==> config.mk <==
export PLATFORM = sky130hd
export DESIGN_NAME = tl_source_flight_monitor_flat
export DESIGN_NICKNAME = d
export VERILOG_FILES = /design/src/rtl/tl_source_flight_monitor_pkg.sv /design/src/rtl/tl_source_flight_monitor_if.sv /design/src/rtl/tl_source_flight_monitor_watchdog.sv /design/src/rtl/tl_source_flight_monitor.sv /design/src/flat_wrapper.sv
export SDC_FILE = /design/constraint.sdc
export NUM_CORES = 1
export LEC_CHECK = 0
export CORE_UTILIZATION = 40
export DETAILED_ROUTE_END_ITERATION = 7
export PLACE_DENSITY_LB_ADDON = 0.08
export SYNTH_ARGS = -nofsm -noshare
export SYNTH_HDL_FRONTEND = slang
export SYNTH_SLANG_ARGS = --single-unit
export TNS_END_PERCENT = 5
==> constraint.sdc <==
create_clock -name clock -period 9.53 [get_ports clock]
set_clock_uncertainty 0.05 [all_clocks]
set_input_delay 1.906 -clock clock [delete_from_list [all_inputs] [get_ports clock]]
set_output_delay 1.906 -clock clock [all_outputs]
set_load 0.05 [all_outputs]
==> src/rtl/tl_source_flight_monitor_pkg.sv <==
// Shared types for the TileLink source-ID flight monitor.
package tl_mon_pkg;

    localparam int OVF_W = 8;

    typedef enum logic [1:0] {
        ERR_NONE      = 2'd0,
        ERR_DUP_A     = 2'd1,
        ERR_D_UNKNOWN = 2'd2,
        ERR_TIMEOUT   = 2'd3
    } err_code_e;

endpackage

==> src/rtl/tl_source_flight_monitor_if.sv <==
// A/D channel signals observed by the flight monitor.
interface tl_mon_if #(
    parameter int SOURCE_BITS = 4
);
    logic                   a_valid;
    logic                   a_ready;
    logic                   a_first;
    logic [SOURCE_BITS-1:0] a_source;
    logic                   d_valid;
    logic                   d_ready;
    logic                   d_last;
    logic [SOURCE_BITS-1:0] d_source;

    modport master (
        output a_valid, a_ready, a_first, a_source,
        output d_valid, d_ready, d_last, d_source
    );

    modport slave (
        input a_valid, a_ready, a_first, a_source,
        input d_valid, d_ready, d_last, d_source
    );
endinterface

==> src/rtl/tl_source_flight_monitor_watchdog.sv <==
// Forward-progress counter: pulses once every TIMEOUT stalled cycles.
module tl_mon_watchdog #(
    parameter int TIMEOUT = 4096
) (
    input  logic clock,
    input  logic reset_n,
    input  logic clr_i,
    output logic timeout_o
);
    localparam logic [15:0] LAST = 16'(TIMEOUT - 1);

    logic [15:0] cnt_q, cnt_d;

    always_comb begin
        cnt_d     = cnt_q;
        timeout_o = 1'b0;
        if (clr_i) begin
            cnt_d = '0;
        end else if (cnt_q == LAST) begin
            cnt_d     = '0;
            timeout_o = 1'b1;
        end else begin
            cnt_d = cnt_q + 16'd1;
        end
    end

    always_ff @(posedge clock or negedge reset_n) begin
        if (!reset_n) cnt_q <= '0;
        else          cnt_q <= cnt_d;
    end
endmodule

==> src/rtl/tl_source_flight_monitor.sv <==
// Tracks in-flight TileLink source IDs and latches the first protocol error.
module tl_source_flight_monitor
    import tl_mon_pkg::*;
#(
    parameter int SOURCE_BITS  = 4,
    parameter int TIMEOUT      = 4096,
    parameter bit FATAL_ON_ERR = 1'b0
) (
    input  logic                   clock,
    input  logic                   reset_n,
    tl_mon_if.slave                tl,
    input  logic                   err_clr,
    output logic                   err_valid,
    output logic [1:0]             err_code,
    output logic [SOURCE_BITS-1:0] err_source,
    output logic [OVF_W-1:0]       err_overflow,
    output logic [SOURCE_BITS:0]   inflight_cnt,
    output logic                   idle
);
    localparam int N  = 1 << SOURCE_BITS;
    localparam int CW = SOURCE_BITS + 1;

    logic [N-1:0]             bitmap_q, bitmap_d;
    logic [CW-1:0]            cnt_q, cnt_d;
    logic                     idle_q;
    logic                     err_valid_q, err_valid_d;
    err_code_e                err_code_q, err_code_d;
    logic [SOURCE_BITS-1:0]   err_src_q, err_src_d;
    logic [OVF_W-1:0]         ovf_q, ovf_d, ovf_base;

    logic afire, dfire, d_hit, a_hit;
    logic dup, dunk, retire, alloc, tmo;
    logic [N-1:0] retire_mask, alloc_mask;
    logic [SOURCE_BITS-1:0] low_src;

    assign afire = tl.a_valid & tl.a_ready;
    assign dfire = tl.d_valid & tl.d_ready;
    assign d_hit = bitmap_q[tl.d_source];
    assign a_hit = bitmap_q[tl.a_source];

    // Checks see the bitmap from before this cycle's update.
    assign dunk   = dfire & ~d_hit;
    assign retire = dfire & tl.d_last & d_hit;
    assign dup    = afire & tl.a_first & a_hit
                  & ~(retire & (tl.d_source == tl.a_source));
    assign alloc  = afire & tl.a_first & ~dup;

    assign retire_mask = retire ? (N'(1) << tl.d_source) : '0;
    assign alloc_mask  = alloc  ? (N'(1) << tl.a_source) : '0;
    assign bitmap_d    = (bitmap_q & ~retire_mask) | alloc_mask;
    assign cnt_d       = cnt_q + CW'(alloc) - CW'(retire);

    always_comb begin
        low_src = '0;
        for (int i = N - 1; i >= 0; i--) begin
            if (bitmap_q[i]) low_src = SOURCE_BITS'(i);
        end
    end

    tl_mon_watchdog #(
        .TIMEOUT (TIMEOUT)
    ) u_wdog (
        .clock     (clock),
        .reset_n   (reset_n),
        .clr_i     ((cnt_q == '0) | dfire),
        .timeout_o (tmo)
    );

    logic [1:0]             n_err;
    logic                   held, capture, lost;
    err_code_e              ev_code;
    logic [SOURCE_BITS-1:0] ev_src;

    always_comb begin
        ev_code = ERR_NONE;
        ev_src  = '0;
        if (dup) begin
            ev_code = ERR_DUP_A;
            ev_src  = tl.a_source;
        end else if (dunk) begin
            ev_code = ERR_D_UNKNOWN;
            ev_src  = tl.d_source;
        end else if (tmo) begin
            ev_code = ERR_TIMEOUT;
            ev_src  = low_src;
        end
    end

    always_comb begin
        n_err       = 2'(dup) + 2'(dunk) + 2'(tmo);
        held        = err_valid_q & ~err_clr;
        capture     = ~held & (n_err != 2'd0);
        lost        = capture ? (n_err > 2'd1) : (n_err != 2'd0);
        err_valid_d = held;
        err_code_d  = err_clr ? ERR_NONE : err_code_q;
        err_src_d   = err_clr ? '0 : err_src_q;
        ovf_base    = err_clr ? '0 : ovf_q;
        if (capture) begin
            err_valid_d = 1'b1;
            err_code_d  = ev_code;
            err_src_d   = ev_src;
        end
        ovf_d = ovf_base;
        if (lost && ovf_base != '1) ovf_d = ovf_base + 1'b1;
    end

    always_ff @(posedge clock or negedge reset_n) begin
        if (!reset_n) begin
            bitmap_q    <= '0;
            cnt_q       <= '0;
            idle_q      <= 1'b1;
            err_valid_q <= 1'b0;
            err_code_q  <= ERR_NONE;
            err_src_q   <= '0;
            ovf_q       <= '0;
        end else begin
            bitmap_q    <= bitmap_d;
            cnt_q       <= cnt_d;
            idle_q      <= (cnt_d == '0);
            err_valid_q <= err_valid_d;
            err_code_q  <= err_code_d;
            err_src_q   <= err_src_d;
            ovf_q       <= ovf_d;
        end
    end

    assign err_valid    = err_valid_q;
    assign err_code     = err_code_q;
    assign err_source   = err_src_q;
    assign err_overflow = ovf_q;
    assign inflight_cnt = cnt_q;
    assign idle         = idle_q;

`ifndef SYNTHESIS
    always @(posedge clock) begin
        if (FATAL_ON_ERR && reset_n && capture)
            $fatal(1, "tl_source_flight_monitor: error code %0d src %0d",
                   ev_code, ev_src);
    end
`endif
endmodule

==> src/flat_wrapper.sv <==
// flat-port wrapper written by rule: the top's interface ports become plain ports
module tl_source_flight_monitor_flat import tl_mon_pkg::*;
#(
    parameter int SOURCE_BITS  = 4,
    parameter int TIMEOUT      = 4096,
    parameter bit FATAL_ON_ERR = 1'b0
)
  (clock, reset_n, err_clr, err_valid, err_code, err_source, err_overflow, inflight_cnt, idle, tl_a_valid, tl_a_ready, tl_a_first, tl_a_source, tl_d_valid, tl_d_ready, tl_d_last, tl_d_source);
  tl_mon_if #(.SOURCE_BITS(SOURCE_BITS)) tl_i ();
  input  logic clock;
  input  logic reset_n;
  input  logic err_clr;
  output logic err_valid;
  output logic [1:0] err_code;
  output logic [SOURCE_BITS-1:0] err_source;
  output logic [OVF_W-1:0] err_overflow;
  output logic [SOURCE_BITS:0] inflight_cnt;
  output logic idle;
  input wire logic [$bits(tl_i.a_valid)-1:0] tl_a_valid;
  input wire logic [$bits(tl_i.a_ready)-1:0] tl_a_ready;
  input wire logic [$bits(tl_i.a_first)-1:0] tl_a_first;
  input wire logic [$bits(tl_i.a_source)-1:0] tl_a_source;
  input wire logic [$bits(tl_i.d_valid)-1:0] tl_d_valid;
  input wire logic [$bits(tl_i.d_ready)-1:0] tl_d_ready;
  input wire logic [$bits(tl_i.d_last)-1:0] tl_d_last;
  input wire logic [$bits(tl_i.d_source)-1:0] tl_d_source;
  assign tl_i.a_valid = tl_a_valid;
  assign tl_i.a_ready = tl_a_ready;
  assign tl_i.a_first = tl_a_first;
  assign tl_i.a_source = tl_a_source;
  assign tl_i.d_valid = tl_d_valid;
  assign tl_i.d_ready = tl_d_ready;
  assign tl_i.d_last = tl_d_last;
  assign tl_i.d_source = tl_d_source;
  tl_source_flight_monitor #(.SOURCE_BITS(SOURCE_BITS), .TIMEOUT(TIMEOUT), .FATAL_ON_ERR(FATAL_ON_ERR)) u_core (.clock(clock), .reset_n(reset_n), .tl(tl_i), .err_clr(err_clr), .err_valid(err_valid), .err_code(err_code), .err_source(err_source), .err_overflow(err_overflow), .inflight_cnt(inflight_cnt), .idle(idle));
endmodule
==> impl_results.md, run 1 <==
* Die Width at about 91 um
* Die Span Y at roughly 90 um
* Clock transition at path regs at about 100 ps
* Most frequent cells in the layout: dfrtp_1 (52), clkdlybuf4s50_1 (36), nor2_1 (32)
* Layout cells sized above 1 at roughly 8.2%
* Peak VDD IR at 0.220 mV
* Cells after DPL at around 460
* Reg2reg start: u_core.bitmap_q[13]
* EDFF count, synth at 0
* Via count at ~2600
* Vias in the first global route at approximately 2500
* Final cell count without fillers at 466
* Hold_sp: u_core.u_wdog.cnt_q[0]
* DP HPWL at ~5.4 mm
* CORE AREA at 7730 um^2
* Setup CP Type: input port to flop
* # rows at 32
* Worst min-delay path category: flop to flop
* Crit-path max FO at 11
* Top cells by area, synth: dfrtp_1 (41%), mux4_2 (4.9%), xnor2_1 (3.8%)
* Port Buffers at 37
* Final hold viol count at 0
* Die area at 8360 um^2
* Post-synthesis cell type count at 55
* Commonest non-fill, non-tap cell in the layout: dfrtp_1
* Post-DR vias/cell at approximately 5.6
* Outcome: finished clean
* Synth top area share at between 40% and 50%
* CP startpoint: tl_d_source[0]
* RSZ-0062 raised after global routing: no
* Total clock sinks at 53
* Maximum number of pins on one net before global-route repair at 54
* Residual DRC at 0
* Nets at about 400
* Total gr overflow at 0
* Maxcap violations at 0
* Power per cell area at around 210 nW/um^2
* Clock Tree Buf Depth at 2
* Worst-Margin Slew at slightly below 700 ps
* Syn. warnings at 0
* Critical Path End Type: flop
* Global-route wire length before repair at ~13 mm
* Syn Inst Count at 330
* Crit path arrival time at just over 6000 ps
* Detailed Route WL at 7.49 mm
* Filler Cell Count at 736
* Post-CTS Setup Bufs at 0
* # diodes at 0
* Drt pass-1 iters at 4
* Setup TNS at 0 ps
* Root Driver: clkbuf_8
* Slew Limit Fails at 0
* Flops & latches, synth at between 50 and 60
* Synth Area per Inst at slightly below 10 um^2
* Final setup violation count at 0
* CTS tree: done
* Max_slew headroom at a little over half
* Mapped Area at approximately 3200 um^2
* Post-CTS sizing at 0
* Gr usage total at about a fifth
* Initial antenna violation count at 0
* Syn nets at 357
* Routed Antenna Nets at 0
* Worst skew pair latency at 310 ps
* Max Clock Freq at roughly 170 MHz
* Post-DR wirelength/cell at between 15 and 20 um
* Critical Path RT at between 9000 and 10000 ps
* Min Tclk post-route at between 5000 and 6000 ps
* Io pins at 38
* Layout area overhead at 17.4%
* Cts bufs inserted at 5
* Pleak at between 1.5 and 2 nW
* CTS H-tree depth at 2
* Placer Congestion at about 0.8
* Period utilisation layout at 61.4%
* Sequential fraction of the synthesis area at roughly two fifths
* Post-synth top flop: dfrtp_1
* Hold WS at between 400 and 500 ps
* CP startpoint kind: input port
* DRT iter0 DRCs at around 180
* Async set or reset register ratio after synthesis at 100%
* Hold Buf Count CTS at 0
* Initial Util at between 40 and 50%
* Post-synth top area cell: dfrtp_1
==> registers in the layout, summed over array words and instances, names as in the netlist <==
signal	count
u_core.bitmap_q	16
u_core.err_code	2
u_core.err_overflow	8
u_core.err_source	4
u_core.err_valid	1
u_core.idle	1
u_core.inflight_cnt	5
u_core.u_wdog.cnt_q	16
==> cell usage after synthesis, types with 2 or more instances <==
cell      count
nand3_1      14
and2_1        3
inv_1        20
nand2_1      25
a211o_1       2
nand3b_1      3
o41ai_1       4
clkbuf_1      3
xnor2_1      14
fa_1          2
nor3_1        2
or4_1         2
o31ai_1      13
o21ai_0      23
a21oi_1      12
dfrtp_1      52
nor4_1        6
ha_1          8
o21ai_1       3
nand2b_1     10
mux2i_1       3
or3_1         2
mux4_2        7
a211oi_1      2
buf_6         4
nor2_1       32
buf_2         3
nand4_1       5
nor2b_1       6
or2_2         5
xor2_1       12
and3_1        5
==> metrics by stage <==
stage                     area (um^2)  power (mW)  util [%]  setup WS, ps
final                            3760       0.800      48.6          3680
after global routing             3760       0.857      48.6          3480
after CTS                        3760       0.807      48.6          3700
after detailed placement         3620       0.619      46.8          3390
after global placement           3620       0.620      46.8          3500
after floorplan                  3200       0.527         -          4350
==> critical path, cell delays in order <==
cell and delay [ps]:
clkdlybuf4s50_1 770, mux4_2 560, mux2_4 320, o2bb2ai_2 150, a211o_1 410, fa_1 550
nand3b_1 180, a2bb2oi_1 420, nand4_1 270, or3_1 360, a21oi_1 140
==> per-layer routing <==
| layer | global-route usage [%] | wire, um | vias to the layer above |
|---|---|---|---|
| met4 | 4.50 | 74 | 0 |
| met2 | 30.4 | 3420 | 77 |
| met1 | 28.1 | 3650 | 1262 |
| li1 | - | - | 1244 |
| met5 | 0 | 0 | - |
| met3 | 3.43 | 348 | 5 |
==> path summary, 6_finish.rpt <==
| check | to | slack [ps] | cells past startpoint |
|---|---|---|---|
| max in group asynchronous | u_core.bitmap_q[2] | 7310 | 2 |
| setup / recovery | u_core.err_overflow[5] | 3680 | 11 |
| hold reg to reg | u_core.u_wdog.cnt_q[0] | 450 | 1 |
| setup reg to reg | u_core.err_overflow[5] | 5650 | 10 |
| min in group asynchronous | u_core.err_overflow[4] | 1640 | 2 |
| hold / removal | u_core.u_wdog.cnt_q[0] | 450 | 1 |
==> where the power goes <==
group          internal (mW)  switching (mW)  leakage (nW)
logic                  0.124           0.177         0.791
clock network          0.106          0.0790        0.0687
registers              0.267          0.0472         0.694
==> layout make-up <==
| cell class | count | area (um^2) | share of cell area, % |
|---|---|---|---|
| Multi-Input combinational cell | 245 | 1720 | 45.7 |
| Sequential cell | 53 | 1330 | 35.3 |
| Timing Repair Buffer | 38 | 373 | 9.92 |
| Tap cell | 102 | 128 | 3.40 |
| Inverter | 20 | 75.1 | 2.00 |
| Clock buffer | 5 | 68.8 | 1.83 |
| Clock inverter | 3 | 68.8 | 1.83 |
==> cells by family (layout without fill, tap and decap cells) <==
family          Yosys count  after routing  synth area share [%]
flops                    53             53                  41.5
xor+xnor                 26             26                  7.12
mux                      14             14                  7.86
fa+ha+maj                10             10                  4.38
compound gates           71             71                  14.7
simple gates            124            124                  19.6
buf+inv                  32             66                  4.85
Note: power is estimated with default switching activity, not from simulation.
==> run 2: changes to the inputs <==
==> constraint.sdc (replaced) <==
create_clock -name clock -period 4.9 [get_ports clock]
set_clock_uncertainty 0.05 [all_clocks]
set_input_delay 0.98 -clock clock [delete_from_list [all_inputs] [get_ports clock]]
set_output_delay 0.98 -clock clock [all_outputs]
set_load 0.05 [all_outputs]
==> impl_results.md, run 2 (same netlist as run 1, synthesis figures left out) <==
* Outcome: finished clean
* Final core occ at 49.0%
* Worst-Margin Slew at about 680 ps
* Crit path arrival time at 4560 ps
* Worst min-delay path category: flop to flop
* Global-route wire length before repair at around 13 mm
* # rows at 32
* Drt pass-1 iters at 4
* Maximum number of pins on one net before global-route repair at 54
* Initial Util at about two fifths
* Max Clock Freq at roughly 230 MHz
* Setup TNS at 0 ps
* CTS tree: done
* Final worst setup slack at roughly 530 ps
* Placer Congestion at around 0.84
* Worst path cell trace: clkdlybuf4s50_1, mux4_2, mux2_4, o2bb2ai_2, a211o_1, fa_1, nand3b_1, a2bb2oi_1, nand4_1, or3_1, a21oi_1
* Total clock sinks at 53
* Hold_sp: u_core.u_wdog.cnt_q[0]
* Total gr overflow at 0
* R2R cell count at 12
* Most frequent cells in the layout: dfrtp_1 (52), clkdlybuf4s50_1 (36), nor2_1 (32)
* Port Buffers at 37
* Critical Path Sink: u_core.err_overflow[5]
* Nets at between 300 and 400
* Slowest CP cell: clkdlybuf4s50_1
* Final hold viol count at 0
* Critical Path RT at 5090 ps
* Slew Limit Fails at 0
* CP startpoint: tl_d_source[0]
* DP HPWL at approximately 5.6 mm
* Pleak at between 1.5 and 2 nW
* Min Tclk post-route at 4370 ps
* Power per cell area at around 400 nW/um^2
* Critical Path End Type: flop
* Clock transition at path regs at 100 ps
* Cells after DPL at roughly 470
* Commonest non-fill, non-tap cell in the layout: dfrtp_1
* Layout area overhead at 18.4%
* Power share of the clock group at approximately a fifth
* Switch Pwr at between 0.5 and 0.6 mW
* Area after DPL at about 3700 um^2
* Die Span Y at about 91 um
* Io pins at 38
* CTS H-tree depth at 2
* R2R Setup Slk at roughly 1400 ps
* CP startpoint kind: input port
* Hold WS at around 450 ps
* Post-DR vias/cell at about 5.5
* Crit-path max FO at 6
* Final cell count without fillers at 473
* Root Driver: clkbuf_8
* Share of power burned in registers at 40.7%
* Max_slew headroom at between 50% and 60%
* Cts bufs inserted at 5
* Worst skew pair latency at just over 300 ps
* Post-CTS sizing at 0
* Clock Tree Buf Depth at 2
* Sw frac at about two fifths
* Worst path max stage delay at between 600 and 700 ps
* Die area at approximately 8400 um^2
* R2R Path End: u_core.err_overflow[5]
* Maxcap violations at 0
* DRT iter0 DRCs at 198
* Residual DRC at 0
* # diodes at 0
* Setup CP Type: input port to flop
* Detailed Route WL at around 7.6 mm
* Peak VDD IR at roughly 0.45 mV
* Die Width at roughly 91 um
* Gr usage total at 19.4%
* CORE AREA at 7730 um^2
* Internal power at between 0.9 and 1 mW
* Hold Buf Count CTS at 0
* Reg2reg start: u_core.u_wdog.cnt_q[0]
* Final instance area at between 3000 and 4000 um^2
* Routed Antenna Nets at 0
* Initial antenna violation count at 0
* Post-CTS Setup Bufs at 0
* Via count at approximately 2600
* Final setup violation count at 0
* RSZ-0062 raised after global routing: no
* Post-DR wirelength/cell at 16.0 um
* Total power at between 1.5 and 2 mW
* Period utilisation layout at between 80 and 90%
* Vias in the first global route at 2514
* Pre-CTS setup slack at approximately 210 ps
* Gate power share at between 30% and 40%
* Layout cells sized above 1 at 9.97%
-- run 2: cell count changes in the layout (fill, tap and decap cells not counted) --
| cell | delta |
|---|---|
| bufinv_16 | -1 |
| clkinvlp_4 | +1 |
| clkinv_4 | +1 |
| buf_4 | +7 |
| inv_6 | -1 |
-- run 2: critical path: cells and delay by family --
kind / cells / cell delay (ps)
multiplexers: 2 / 860
AO/OA/AOI/OAI: 4 / 790
buffers and inverters: 1 / 680
adder cells (fa/ha/maj): 1 / 520
AND/OR/NAND/NOR: 3 / 720
-- run 2: how the worst min path moves through the flow --
stage,end,cells after the start
2_1_floorplan,u_core.u_wdog.cnt_q[0],1
3_3_place_gp,u_core.u_wdog.cnt_q[0],1
3_5_place_dp,u_core.u_wdog.cnt_q[0],1
4_1_cts,u_core.u_wdog.cnt_q[0],1
5_1_grt,u_core.u_wdog.cnt_q[0],1
6_report,u_core.u_wdog.cnt_q[0],1
-- run 2: power by group through the flow --
stage | Clock (mW) | Combinational (mW) | Sequential (mW)
final | 0.303 | 0.588 | 0.611
after global routing | 0.327 | 0.652 | 0.626
after CTS | 0.314 | 0.595 | 0.611
after detailed placement | 0 | 0.591 | 0.618
after global placement | 0 | 0.588 | 0.620
after floorplan | 0 | 0.317 | 0.707
-- run 2: layer usage --
metal  routed length, um  vias to the layer above  track usage (%)
met5                   0                        -                0
met2                3400                       82             29.1
met1                3710                     1278             28.8
met4                  88                        0             5.29
li1                    -                     1256                -
met3                 384                        7             3.02
-- run 2: final cells by class --
| type | count | area, um^2 |
|---|---|---|
| fillers | 731 | 3940 |
| multi-input cells | 245 | 1720 |
| flip-flops and latches | 53 | 1330 |
| repair buffers | 45 | 425 |
| well taps | 102 | 128 |
| inverters | 20 | 75.1 |
| clock buffers | 5 | 68.8 |
| clock inverters | 3 | 46.3 |
==> run 3: changes to the inputs <==
--- a/config.mk
+++ b/config.mk
@@ -7,7 +7,9 @@
 export LEC_CHECK = 0
 export CORE_UTILIZATION = 40
 export DETAILED_ROUTE_END_ITERATION = 7
+export DONT_BUFFER_PORTS = 1
 export PLACE_DENSITY_LB_ADDON = 0.08
+export REMOVE_ABC_BUFFERS = 1
 export SYNTH_ARGS = -nofsm -noshare
 export SYNTH_HDL_FRONTEND = slang
 export SYNTH_SLANG_ARGS = --single-unit
==> constraint.sdc (replaced) <==
create_clock -name clock -period 3.9 [get_ports clock]
set_clock_uncertainty 0.05 [all_clocks]
set_input_delay 0.78 -clock clock [delete_from_list [all_inputs] [get_ports clock]]
set_output_delay 0.78 -clock clock [all_outputs]
set_load 0.05 [all_outputs]
==> impl_results.md, run 3 (same netlist as run 1, synthesis figures left out) <==
* Cts bufs inserted at 5
* CTS tree: done
* Hold Buf Count CTS at 0
* Share of power burned in registers at roughly 51%
* Post-DR wirelength/cell at 17.1 um
* Io pins at 38
* Power share of the clock group at between 10% and 20%
* Vias in the first global route at 2405
* WP buf/inv at 2
* Maxcap violations at 0
* Via count at between 2000 and 2500
* Critical Path RT at just over 4000 ps
* Die area at 8360 um^2
* Initial antenna violation count at 0
* Max_slew headroom at approximately 61%
* Peak VDD IR at around 0.46 mV
* Drt pass-1 iters at 4
* Cells after DPL at around 430
* Max Clock Freq at 290 MHz
* Setup TNS at 0 ps
* Die Width at around 90 um
* Sw frac at 40.6%
* Total power at between 1.5 and 2 mW
* Gate power share at between 20% and 30%
* Worst path top cell family by delay: simple AND/OR/NAND/NOR gates
* CORE AREA at just under 8000 um^2
* Detailed Route WL at around 7.4 mm
* Cell mode on critical path: inv_1
* Routed Antenna Nets at 0
* Residual DRC at 0
* Critical Path End Type: flop
* Worst skew pair latency at 320 ps
* CP startpoint kind: flop
* Worst path cell trace: inv_1, ha_1, nor4b_1, or2_2, nor2b_1, inv_1, fa_1, nand3b_1, a2bb2oi_1, nand4_1, or3_1, a21oi_1
* Root Driver: clkbuf_8
* Total clock sinks at 53
* Worst-Margin Slew at between 500 and 600 ps
* Area after DPL at approximately 3300 um^2
* CTS H-tree depth at 2
* Period utilisation layout at just under 90%
* Crit path arrival time at between 3000 and 4000 ps
* Maximum number of pins on one net before global-route repair at 54
* Layout area overhead at 6.02%
* Min Tclk post-route at around 3500 ps
* Final hold viol count at 0
* Total gr overflow at 0
* Internal power at ~1.0 mW
* Global-route wire length before repair at 12.5 mm
* Final instance area at 3390 um^2
* Die Span Y at about 91 um
* Slowest CP cell: dfrtp_1
* Clock transition at path regs at around 100 ps
* Slew Limit Fails at 0
* Port Buffers at 0
* Clock Tree Buf Depth at 2
* DP HPWL at around 5.4 mm
* Post-DR vias/cell at ~5.7
* Outcome: finished clean
* Placer Congestion at 0.813
* Power per cell area at about 500 nW/um^2
* Final cell count without fillers at roughly 430
* Nets at about 360
* Layout cells sized above 1 at 10.2%
* Filler Cell Count at between 700 and 800
* Initial Util at ~41%
* Setup CP Type: flop to flop
* Commonest non-fill, non-tap cell in the layout: dfrtp_1
* Final setup violation count at 0
* Post-CTS Setup Bufs at 0
* # diodes at 0
* RSZ-0062 raised after global routing: no
* Switch Pwr at roughly 0.7 mW
* # rows at 32
* Post-CTS sizing at 0
* DRT iter0 DRCs at 146
* Worst min-delay path category: input port to async pin
* Most frequent cells in the layout: dfrtp_1 (52), nor2_1 (32), nand2_1 (25)
* Gr usage total at between 10% and 20%
* Crit-path max FO at 7
* Pleak at 1.42 nW
* Worst path max stage delay at a little under 700 ps
[run 3: cell count changes in the layout (fill, tap and decap cells not counted)]
cell,previous run,this run
buf_2,1,0
bufinv_16,1,0
clkdlybuf4s50_1,36,0
clkinvlp_4,1,0
clkbuf_8,5,6
buf_4,8,6
inv_6,0,1
[run 3: path summary, 6_finish.rpt]
check	from	end	slack [ps]	cells after the start
hold / removal	reset_n	u_core.err_overflow[5]	90	0
min in group clock	u_core.u_wdog.cnt_q[0]	u_core.u_wdog.cnt_q[0]	450	1
max in group asynchronous	reset_n	u_core.idle	3500	0
setup / recovery	u_core.inflight_cnt[3]	u_core.err_overflow[5]	450	12
hold reg to reg	u_core.u_wdog.cnt_q[0]	u_core.u_wdog.cnt_q[0]	450	1
setup reg to reg	u_core.inflight_cnt[3]	u_core.err_overflow[5]	450	12
[run 3: stage by stage]
step                      utilization, %  setup WS, ps  hold slack [ps]
after floorplan                        -         0.114              405
after global placement              42.6           263              430
after detailed placement            42.6           218              434
after CTS                           43.9           415             75.9
after global routing                43.9           163             67.3
final                               43.9           450             91.6
[run 3: metal layers]
metal | track usage (%) | wire length (um) | vias to the layer above
met5 | 0 | 0 | -
li1 | - | - | 1177
met3 | 3.69 | 518 | 9
met2 | 27.9 | 3290 | 81
met1 | 27.9 | 3520 | 1202
met4 | 6.35 | 106 | 0
[run 3: area by class of cell]
type,count,area [um^2],area share (%)
Multi-Input combinational cell,245,1720,50.6
Sequential cell,53,1330,39.1
Tap cell,102,128,3.76
Clock buffer,6,82.6,2.43
Inverter,20,75.1,2.21
Timing Repair Buffer,6,45.0,1.33
Clock inverter,2,17.5,0.516
[run 3: power by group through the flow]
stage,clock [mW],sequential (mW),combinational [mW]
6_report,0.340,0.891,0.503
5_1_grt,0.375,0.906,0.577
4_1_cts,0.355,0.889,0.509
3_5_place_dp,0,0.898,0.507
3_3_place_gp,0,0.901,0.502
2_1_floorplan,0,0.889,0.384
